$ cat src/rtl/mem_sequencer_pkg.sv
// Shared definitions for the memory sequencer: FSM state encoding and
// the default memory-ready watchdog limit.
package mem_sequencer_pkg;

    localparam int TIMEOUT_DEFAULT = 15;
    localparam int WD_W            = 8;

    typedef enum logic [2:0] {
        ST_ARB    = 3'd0,
        ST_FETCH  = 3'd1,
        ST_DECODE = 3'd2,
        ST_DATA   = 3'd3,
        ST_COMMIT = 3'd4,
        ST_EXT    = 3'd5,
        ST_ERROR  = 3'd6
    } state_t;

endpackage

$ cat src/rtl/mem_sequencer_watchdog.sv
// Counts cycles an access waits for mem_ready; expired fires on the wait
// cycle that brings the count up to TIMEOUT.
module mem_watchdog
    import mem_sequencer_pkg::*;
#(
    parameter int TIMEOUT = TIMEOUT_DEFAULT
) (
    input  logic clk,
    input  logic reset,
    input  logic clear,
    input  logic active,
    input  logic ready,
    output logic expired
);

    logic [WD_W-1:0] count;

    always_ff @(posedge clk or posedge reset) begin
        if (reset) begin
            count <= '0;
        end else if (clear) begin
            count <= '0;
        end else if (active && !ready) begin
            count <= count + WD_W'(1);
        end
    end

    assign expired = active && !ready && (count == WD_W'(TIMEOUT - 1));

endmodule

$ cat src/rtl/mem_sequencer.sv
// Multi-cycle sequencer for the single-cycle datapath: fetch, optional data
// access and commit over one shared memory port, arbitrated with an external requester.
module mem_sequencer
    import mem_sequencer_pkg::*;
#(
    parameter int ADDR_W  = 16,
    parameter int DATA_W  = 16,
    parameter int TIMEOUT = TIMEOUT_DEFAULT
) (
    input  logic              clk,
    input  logic              reset,
    input  logic              halt,
    input  logic [ADDR_W-1:0] pc_addr,
    output logic [DATA_W-1:0] instr,
    input  logic              cpu_mem_r,
    input  logic              cpu_mem_w,
    input  logic [ADDR_W-1:0] cpu_addr,
    input  logic [DATA_W-1:0] cpu_wdata,
    output logic [DATA_W-1:0] cpu_rdata,
    output logic              cpu_enable,
    input  logic              ext_req,
    input  logic              ext_we,
    input  logic [ADDR_W-1:0] ext_addr,
    input  logic [DATA_W-1:0] ext_wdata,
    output logic              ext_grant,
    output logic              ext_done,
    output logic [DATA_W-1:0] ext_rdata,
    output logic              mem_req,
    output logic              mem_we,
    output logic [ADDR_W-1:0] mem_addr,
    output logic [DATA_W-1:0] mem_wdata,
    input  logic [DATA_W-1:0] mem_rdata,
    input  logic              mem_ready,
    output logic              bus_error
);

    // state     | meaning
    // ST_ARB    | idle, choose between CPU and external requester
    // ST_FETCH  | instruction read at pc_addr
    // ST_DECODE | settle cycle, datapath decodes instr
    // ST_DATA   | load/store at cpu_addr
    // ST_COMMIT | cpu_enable strobe
    // ST_EXT    | external access, ext_grant high
    // ST_ERROR  | ready timeout, dead until reset

    state_t state;
    logic   ext_last;
    logic   wd_expired;
    logic   grant_ext;

    // ext_last makes the requester yield one turn to the CPU unless halted
    assign grant_ext = ext_req && (!ext_last || halt);

    mem_watchdog #(
        .TIMEOUT (TIMEOUT)
    ) u_watchdog (
        .clk     (clk),
        .reset   (reset),
        .clear   (!mem_req),
        .active  (mem_req),
        .ready   (mem_ready),
        .expired (wd_expired)
    );

    always_ff @(posedge clk or posedge reset) begin
        if (reset) begin
            state      <= ST_ARB;
            ext_last   <= 1'b0;
            instr      <= '0;
            cpu_rdata  <= '0;
            cpu_enable <= 1'b0;
            ext_grant  <= 1'b0;
            ext_done   <= 1'b0;
            ext_rdata  <= '0;
            mem_req    <= 1'b0;
            mem_we     <= 1'b0;
            mem_addr   <= '0;
            mem_wdata  <= '0;
            bus_error  <= 1'b0;
        end else begin
            cpu_enable <= 1'b0;
            ext_done   <= 1'b0;
            case (state)
                ST_ARB: begin
                    if (grant_ext) begin
                        state     <= ST_EXT;
                        ext_grant <= 1'b1;
                        mem_req   <= 1'b1;
                        mem_we    <= ext_we;
                        mem_addr  <= ext_addr;
                        mem_wdata <= ext_wdata;
                    end else if (!halt) begin
                        state    <= ST_FETCH;
                        ext_last <= 1'b0;
                        mem_req  <= 1'b1;
                        mem_we   <= 1'b0;
                        mem_addr <= pc_addr;
                    end
                end
                ST_FETCH: begin
                    if (mem_ready) begin
                        instr   <= mem_rdata;
                        mem_req <= 1'b0;
                        state   <= ST_DECODE;
                    end else if (wd_expired) begin
                        bus_error <= 1'b1;
                        mem_req   <= 1'b0;
                        state     <= ST_ERROR;
                    end
                end
                ST_DECODE: begin
                    if (cpu_mem_w || cpu_mem_r) begin
                        state     <= ST_DATA;
                        mem_req   <= 1'b1;
                        mem_we    <= cpu_mem_w;
                        mem_addr  <= cpu_addr;
                        mem_wdata <= cpu_wdata;
                    end else begin
                        state      <= ST_COMMIT;
                        cpu_enable <= 1'b1;
                    end
                end
                ST_DATA: begin
                    if (mem_ready) begin
                        if (!mem_we) begin
                            cpu_rdata <= mem_rdata;
                        end
                        mem_req    <= 1'b0;
                        mem_we     <= 1'b0;
                        cpu_enable <= 1'b1;
                        state      <= ST_COMMIT;
                    end else if (wd_expired) begin
                        bus_error <= 1'b1;
                        mem_req   <= 1'b0;
                        mem_we    <= 1'b0;
                        state     <= ST_ERROR;
                    end
                end
                ST_COMMIT: begin
                    state <= ST_ARB;
                end
                ST_EXT: begin
                    if (mem_ready) begin
                        if (!mem_we) begin
                            ext_rdata <= mem_rdata;
                        end
                        mem_req   <= 1'b0;
                        mem_we    <= 1'b0;
                        ext_grant <= 1'b0;
                        ext_done  <= 1'b1;
                        ext_last  <= 1'b1;
                        state     <= ST_ARB;
                    end else if (wd_expired) begin
                        bus_error <= 1'b1;
                        mem_req   <= 1'b0;
                        mem_we    <= 1'b0;
                        ext_grant <= 1'b0;
                        state     <= ST_ERROR;
                    end
                end
                ST_ERROR: begin
                    mem_req   <= 1'b0;
                    ext_grant <= 1'b0;
                end
                default: begin
                    state <= ST_ARB;
                end
            endcase
        end
    end

endmodule

$ cat config.mk
export PLATFORM = sky130hd
export DESIGN_NAME = mem_sequencer
export DESIGN_NICKNAME = d
export VERILOG_FILES = /design/src/rtl/mem_sequencer_pkg.sv /design/src/rtl/mem_sequencer_watchdog.sv /design/src/rtl/mem_sequencer.sv
export SDC_FILE = /design/constraint.sdc
export NUM_CORES = 1
export LEC_CHECK = 0
export CAP_MARGIN = 20
export CORE_MARGIN = 4
export CORE_UTILIZATION = 55
export CTS_CLUSTER_DIAMETER = 50
export DETAILED_ROUTE_END_ITERATION = 10
export DONT_BUFFER_PORTS = 1
export PLACE_DENSITY_LB_ADDON = 0.05
export SLEW_MARGIN = 20
export SYNTH_ARGS = -nofsm -noshare
export SYNTH_HDL_FRONTEND = slang
export SYNTH_HIERARCHICAL = 1
export SYNTH_SLANG_ARGS = --single-unit
$ cat constraint.sdc
create_clock -name clk -period 2.65 [get_ports clk]
set_input_delay 0.3975 -clock clk [delete_from_list [all_inputs] [get_ports clk]]
set_output_delay 0.3975 -clock clk [all_outputs]
set_load 0.005 [all_outputs]
==> results list, run 1 <==
* Place WS: 0.225 ns
- Data on the critical path is required at its endpoint by 2.90 ns.
* Clock tree from TritonCTS: built
- Worst slew margin: a little over half
- The number of antenna violations at the first check in global routing was 0.
* Number of CTS-inserted buffers: 9
* Total leakage power: 2.11 nW
* Global Route Usage Sum: 20.8%
- After Yosys synthesis, full adders, half adders and majority gates account for less than 1% of the synthesized area.
- The H-tree generated during clock tree synthesis spans 3 levels.
* Post-route DRC: 0
- First drt pass iteration count: 4
- Root buffer cell: clkbuf_8
- Die width: approximately 100 µm
- WP data arrival: ~2.7 ns
* Sort of element at the end of the critical path: flop
- The detail route stage leaves a number of antenna-violating nets equal to 0.
- Synthesized Nets: between 400 and 500
- Max cap viols: 0
* Largest net degree at the start of global routing: 36
- Post-Synth XOR/XNOR Area: less than 1%
* Fraction of layout cells with a size suffix above 1: just under 30%
- Across all setup checks in the final design, the least slack found is 0.204 ns.
* Delay of the slowest cell on the worst path: 0.58 ns
- Setup slack on the worst reg-to-reg path comes out at ~0.20 ns.
- Logic depth of the worst setup path including buffers: 8
- Via density: 6.14
* Crit Path Category: reg2reg
- Counting instances, the worst hold path has a depth of 1.
- After synthesis, the largest family of logic cells by area is multiplexers.
- Average wire per standard cell: between 20 and 25 µm
- Post-synthesis sequential element count: between 90 and 100
* Series of cell instances along the critical path: inv_1 > ha_1 > or4b_2 > nor3_1 > nor2_1 > nor3b_1 > o22ai_1 > mux2_1
* Max VDD drop: around 620 µV
* Final Wtd Congestion: 0.817
- Wire length of the first global-routing pass: approximately 16000 µm
- Launching element type of the critical path: flop
* Compound-gate portion of the synthesized area: about 12%
* Accumulated negative setup slack: 0 ns
* Final Max Tran Viols: 0
* Upper clock frequency limit: 409 MHz
- The path with the worst hold slack has its endpoint at bus_error$_DFFE_PP0P_.
- Worst path bufs/invs: 1
* FP Rows: 33
- Dividing the final minimum period by the clock period gives between 90% and 100%.
- The endpoint identified for the worst register-to-register timing path is mem_we$_DFFE_PP0P_.
- Die footprint: between 0.009 and 0.01 mm²
- Top library cells by usage in the layout, fill and taps aside: 98 x dfrtp_1, 54 x mux2_2, 23 x o21ai_0, 17 x a211oi_1, 17 x mux2_1
* Max FO, Critical Path: 6
- Of the synthesized area, sequential elements account for a little over half.
- Post-synthesis mux area share: roughly a fifth
- Number of clock sinks: around 100
- After synthesis the cells add up to between 0.004 and 0.005 mm².
* Number of nets at the end of the flow: about 470
- Across the routed clock network, the largest skew measured is roughly 0.018 ns.
- Warning count from the yosys run: 6
- Transition time of the tightest slew-check pin: 0.690 ns
- Power Dens Cells: ~1100 mW/mm²
* Commonest non-fill, non-tap cell in the layout: dfrtp_1
- After detailed routing, the total wire length is between 10000 and 15000 µm.
- CTS clk-pin slew, worst paths: 0.10 ns
- Summed over all nets, the half-perimeter wirelength after detailed placement is around 7300 µm.
* Number of primary I/O pins: 190
- For this design, the slowest cell found on the critical path is or4b_2.
* Maximum count of clock buffers along a single path: 2
* Setup repair after global routing missed its margin: false
- Number of input and output port buffers inserted: 0
* Startpoint of the lowest-slack hold path: mem_ready
- The worst register-to-register path begins at u_watchdog/count[0]$_DFFE_PP0P_.
- The final number of hold-violating endpoints was 0.
* Layout-stage area growth over the synthesis result: 7.08%
* Min Clock Period, post-route: approximately 2.4 ns
* Number of cells produced by synthesis: 364
* Count of cells resized by post-cts repair: 0
- The die is around 100 µm tall.
- The total area inside the core boundary comes to between 0.008 and 0.009 mm².
- After clock tree synthesis, the setup repair step added 0 buffers.
* Number of cells traversed by the worst register-to-register path: 8
* Endpoints failing setup: 0
* Effective utilization at floorplan: about 56%
* Cell class contributing the biggest share of worst-path delay: simple AND/OR/NAND/NOR gates
* Initial drt markers: 74
- The synthesized netlist devotes 10.1% of its cell area to simple gates.
- Mean post-synth cell area: around 13 µm²
- The flow ran to the end, and the final reports show no timing, DRC or antenna violations.
- Clock latency on the worst-skew pair, taken at its later pin, is 0.37 ns.
- After synthesis, the netlist uses 54 different library cells.
- Worst hold path type: in2reg
- Vias in the first global route: a little over 3k
- The total overflow left after global routing is 0.
* Via count: a little under 3k
* Antenna cells: 0
-- layer usage --
| layer | global-route usage, % | up-vias | wire length (µm) |
|---|---|---|---|
| li1 | - | 1345 | - |
| met3 | 9.19 | 12 | 1010 |
| met2 | 33.1 | 113 | 4910 |
| met1 | 26.0 | 1446 | 4180 |
| met4 | 5.78 | 0 | 124 |
| met5 | 0 | - | 0 |
-- kinds of logic (layout without fill, tap and decap cells) --
family | count (synthesis) | after routing
buffers and inverters | 29 | 35
AO/OA/AOI/OAI | 79 | 79
XOR/XNOR | 3 | 3
adder cells (fa/ha/maj) | 3 | 3
flip-flops | 98 | 98
multiplexers | 81 | 81
AND/OR/NAND/NOR | 71 | 71
-- flip-flops by register name (all words and copies together) (netlist names) --
register	flops
cpu_enable	1
ext_rdata	16
mem_addr	16
bus_error	1
u_watchdog/count	8
cpu_rdata	16
mem_req	1
instr	16
mem_wdata	16
ext_grant	1
ext_last	1
ext_done	1
mem_we	1
state	3
-- layout make-up --
| cell class | count | area [µm²] |
|---|---|---|
| fillers | 685 | 3230 |
| repair buffers | 14 | 120 |
| inverters | 5 | 22.5 |
| well taps | 105 | 131 |
| clock buffers | 9 | 124 |
| clock inverters | 7 | 78.8 |
| multi-input cells | 237 | 2010 |
| flip-flops and latches | 98 | 2450 |
-- worst max path at each step --
| stage | endpoint | start | slack (ns) |
|---|---|---|---|
| 2_1_floorplan | mem_we$_DFFE_PP0P_ | u_watchdog/count[0]$_DFFE_PP0P_ | 0.34 |
| 3_3_place_gp | mem_we$_DFFE_PP0P_ | u_watchdog/count[0]$_DFFE_PP0P_ | 0.34 |
| 3_5_place_dp | mem_we$_DFFE_PP0P_ | u_watchdog/count[0]$_DFFE_PP0P_ | 0.22 |
| 4_1_cts | mem_we$_DFFE_PP0P_ | u_watchdog/count[0]$_DFFE_PP0P_ | 0.20 |
| 5_1_grt | mem_we$_DFFE_PP0P_ | u_watchdog/count[0]$_DFFE_PP0P_ | 0.05 |
| 6_report | mem_we$_DFFE_PP0P_ | u_watchdog/count[0]$_DFFE_PP0P_ | 0.20 |
-- metrics by stage --
stage / utilization, % / hold WS (ns) / cell area, µm² / instances / total power, W
final: 60.4 / 0.121 / 4940 / 475 / 0.00563
after global routing: 60.4 / 0.114 / 4940 / 475 / 0.00601
after CTS: 60.4 / 0.103 / 4940 / 475 / 0.00570
after detailed placement: 57.8 / 0.251 / 4730 / 458 / 0.00472
after global placement: 57.8 / 0.252 / 4730 / 458 / 0.00465
after floorplan: - / 0.213 / 4620 / 364 / 0.00423
-- report_power, final --
group / leakage (nW) / total, W / switching (W) / internal, W
combinational: 0.797 / 0.00182 / 0.000823 / 0.00100
clock: 0.104 / 0.000961 / 0.000582 / 0.000379
sequential: 1.21 / 0.00284 / 0.000663 / 0.00218
-- cells in the mapped netlist, drive strengths merged --
cell type | count | area share (%)
a211oi | 17 | 2.8
nor2b | 2 | 0.27
nor3 | 4 | 0.89
o32a | 1 | 0.22
o22ai | 1 | 0.14
nor2 | 13 | 1.1
o2111ai | 1 | 0.19
a221oi | 1 | 0.19
nand4b | 1 | 0.52
xor2 | 1 | 0.19
a21boi | 1 | 0.16
clkbuf | 9 | 0.73
o21bai | 2 | 0.33
nand3b | 2 | 0.33
or2 | 2 | 0.27
or4bb | 1 | 0.24
a21oi | 9 | 0.98
nand2 | 8 | 0.71
o31ai | 2 | 0.33
or3 | 6 | 0.84
or4 | 2 | 0.33
inv | 5 | 0.41
nor3b | 5 | 1.0
dfrtp | 98 | 53
nor4 | 1 | 0.27
buf | 15 | 2.1
o21a | 2 | 0.33
or4b | 1 | 0.22
nand2b | 3 | 0.46
ha | 2 | 0.54
nand3 | 3 | 0.33
and2 | 1 | 0.14
a31oi | 1 | 0.14
maj3 | 1 | 0.22
o22a | 1 | 0.19
and3 | 16 | 2.2
o2bb2ai | 16 | 3.0
xnor2 | 2 | 0.38
o21ai | 24 | 2.6
mux2 | 81 | 21
-- repair_timing --
| item | CTS | global route |
|---|---|---|
| hold endpoints to repair | 18 | 0 |
| hold buffers | 1 | 0 |
| setup endpoints to repair | 0 | 0 |
No activity file was read; power rests on OpenSTA's default activity.
==> inputs of run 2 (changes only) <==
--- a/config.mk
+++ b/config.mk
@@ -11,6 +11,7 @@
 export CTS_CLUSTER_DIAMETER = 50
 export DETAILED_ROUTE_END_ITERATION = 10
 export DONT_BUFFER_PORTS = 1
+export GPL_ROUTABILITY_DRIVEN = 0
 export PLACE_DENSITY_LB_ADDON = 0.05
 export SLEW_MARGIN = 20
 export SYNTH_ARGS = -nofsm -noshare
==> constraint.sdc (replaced) <==
create_clock -name clk -period 3 [get_ports clk]
set_input_delay 0.45 -clock clk [delete_from_list [all_inputs] [get_ports clk]]
set_output_delay 0.45 -clock clk [all_outputs]
set_load 0.005 [all_outputs]
==> run 2 against run 1 <==
  * Sequential power fell by 13%
  * Hold slack got worse by 0.066 ns
  * Sequential share of layout area grew 0.20 points
  * Largest cell class unchanged
  * Highest routed layer unchanged
  * Die area unchanged
==> results list, run 2 (same netlist as run 1, synthesis figures left out) <==
- Outcome: complete, no violations
* Tcrit/Tclk final: 87.9% (-4.4 points)
- The setup TNS came to 0 ns (unchanged).
- The total leakage power was 2.10 nW (-0.26%).
- The detailed-route wire length per cell came to 21.0 µm (-2.4%).
- The post-route clock skew was 0.00997 ns (-0.00774 ns).
- Initial drt markers: 89 (+20%)
- Final Max Tran Viols: 0 (unchanged)
* Final antenna-violating net count: 0 (unchanged)
- Upper clock frequency limit: 379 MHz (-7.3%)
* Setup repair after global routing missed its margin: false
- Leaving out fill and tap cells, the most frequent cells in the layout are 98 x dfrtp_1, 54 x mux2_2, 23 x o21ai_0, 17 x a211oi_1, 17 x mux2_1.
* Layout-stage area growth over the synthesis result: 6.64%
- Crit Path Category: reg2reg
* Max FO, Critical Path: 6 (unchanged)
* Number of input and output port buffers inserted: 0 (unchanged)
- The vias after detailed routing is 2917 (+0.034%).
* Root buffer cell: clkbuf_8
* Worst hold path type: in2async
* Post-detailed-placement half-perimeter wirelength: 7230 µm (-1.6%)
* Core outline area: 0.00818 mm² (unchanged)
* Final hold viol count: 0 (unchanged)
- Number of nets at the end of the flow: 471 (unchanged)
- Effective utilization at floorplan: 56.4% (unchanged)
- CTS clk-pin slew, worst paths: 0.10 ns (about the same)
* FF-to-FF Start: u_watchdog/count[0]$_DFFE_PP0P_
* Core occupancy in the finished layout: 60.2% (-0.24 points)
- Clock latency at the later pin of the worst-skew pair: 0.36 ns (about the same)
- The aggregate global routing overflow is 0 (unchanged).
- The power density relative to cell area is 996 mW/mm² (-13%).
- Total Routed Length: 9970 µm (-2.4%)
- The via count of the first global-routing pass is 3014 (-2.7%).
* Buffers inserted during post-CTS setup optimization: 0 (unchanged)
- Maximum count of clock buffers along a single path: 2 (unchanged)
- The global routing usage summed across all routing layers was 20.2% (-0.57 points).
- Beginning of the critical path: u_watchdog/count[0]$_DFFE_PP0P_
- The headroom to the max-slew limit is 52.4% (-1.5 points).
- The library cell used most frequently in the layout, excluding fill and tap cells, is dfrtp_1.
* Antenna cells: 0 (unchanged)
- Max VDD drop: 490 µV (-21%)
- Fraction of layout cells with a size suffix above 1: 28.9% (unchanged)
- Transition time of the tightest slew-check pin: 0.714 ns (+0.0238 ns)
- FP Rows: 33 (unchanged)
- First drt pass iteration count: 4 (unchanged)
- Max cap viols: 0 (unchanged)
- Number of primary I/O pins: 190 (unchanged)
* Data required time at the worst endpoint: 3.24 ns (+0.34 ns)
- Wire length of the first global-routing pass: 15800 µm (-2.5%)
- Number of clock sinks: 98 (unchanged)
- The full die area was 0.00992 mm² (unchanged).
* Post-route DRC: 0 (unchanged)
- The die outline width came to 99.6 µm (unchanged).
* Clock tree from TritonCTS: built
- The chip height came to 99.6 µm (unchanged).
- STA classifies the critical path endpoint as a flop.
* H-tree levels: 3 (unchanged)
- The arrival time of data at the critical path endpoint came to 2.88 ns (+0.19 ns).
* Number of CTS-inserted buffers: 9 (unchanged)
- The worst setup path is launched from a flop.
* Min Clock Period, post-route: 2.64 ns (+0.192 ns)
* Via density: 6.14 (about the same)
- The number of antenna violations at the first check in global routing came to 0 (unchanged).
- The maximum number of pins on one net before global-route repair was 52 (+44%).
- The final count of negative-setup-slack endpoints is 0 (unchanged).
==> run 2: metal layers <==
metal  wire [µm]  track usage (%)  share of wire, %  up-vias
li1            -                -                 -     1343
met1        4080             26.1                41     1445
met2        4720             31.1                47      118
met3        1050             9.19                11       11
met4         120             5.46               1.2        0
met5           0                0                 0        -
==> run 2: area by class of cell <==
cell class	instances	area, µm²
flip-flops and latches	98	2450
repair buffers	14	120
clock inverters	7	61.3
inverters	5	20.0
well taps	105	131
clock buffers	9	124
fillers	677	3250
multi-input cells	237	2010
==> run 2: report_power, final <==
group | leakage [nW] | internal (W) | switching, W | total (W)
Clock | 0.0936 | 0.000317 | 0.000475 | 0.000792
Combinational | 0.802 | 0.000894 | 0.000755 | 0.00165
Sequential | 1.21 | 0.00193 | 0.000528 | 0.00246
Total | 2.10 | 0.00314 | 0.00176 | 0.00490
==> run 2: through the flow <==
step	hold WS, ns	setup WS (ns)	cells	power [W]	area, µm²
detailed placement	0.316	0.461	458	0.00415	4730
global route	0.0989	0.175	475	0.00527	4920
CTS	0.0800	0.427	475	0.00496	4920
floorplan	0.266	0.215	364	0.00374	4610
global placement	0.307	0.555	458	0.00411	4730
finish	0.0549	0.362	475	0.00490	4920
==> run 2: path summary, 6_finish.rpt <==
kind,endpoint,slack [ns],cells past startpoint
hold / removal,bus_error$_DFFE_PP0P_,0.05,1
min in group clk,bus_error$_DFFE_PP0P_,0.17,1
setup reg to reg,mem_we$_DFFE_PP0P_,0.36,8
max in group asynchronous,mem_wdata[15]$_DFFE_PP0P_,2.26,2
setup / recovery,mem_we$_DFFE_PP0P_,0.36,8
hold reg to reg,ext_last$_DFFE_PP0P_,0.52,1
==> run 2: critical path: stages (launching register included) <==
cell	delay, ns
dfrtp_1	0.45
inv_1	0.08
ha_1	0.13
or4b_2	0.58
nor3_1	0.41
nor2_1	0.20
nor3b_1	0.23
o22ai_1	0.11
mux2_1	0.32
==> run 2: what timing repair did <==
item	in CTS	in global routing
endpoints found under the hold margin	8	0
endpoints found under the setup margin	0	0
resized for setup	0	0
hold buffers	1	0
==> inputs of run 3 (changes only) <==
--- a/config.mk
+++ b/config.mk
@@ -13,6 +13,7 @@
 export DONT_BUFFER_PORTS = 1
 export GPL_ROUTABILITY_DRIVEN = 0
 export PLACE_DENSITY_LB_ADDON = 0.05
+export SKIP_LAST_GASP = 1
 export SLEW_MARGIN = 20
 export SYNTH_ARGS = -nofsm -noshare
 export SYNTH_HDL_FRONTEND = slang
==> results of run 3 <==
The final DEF is identical to that of run 2; final timing and power are the same.
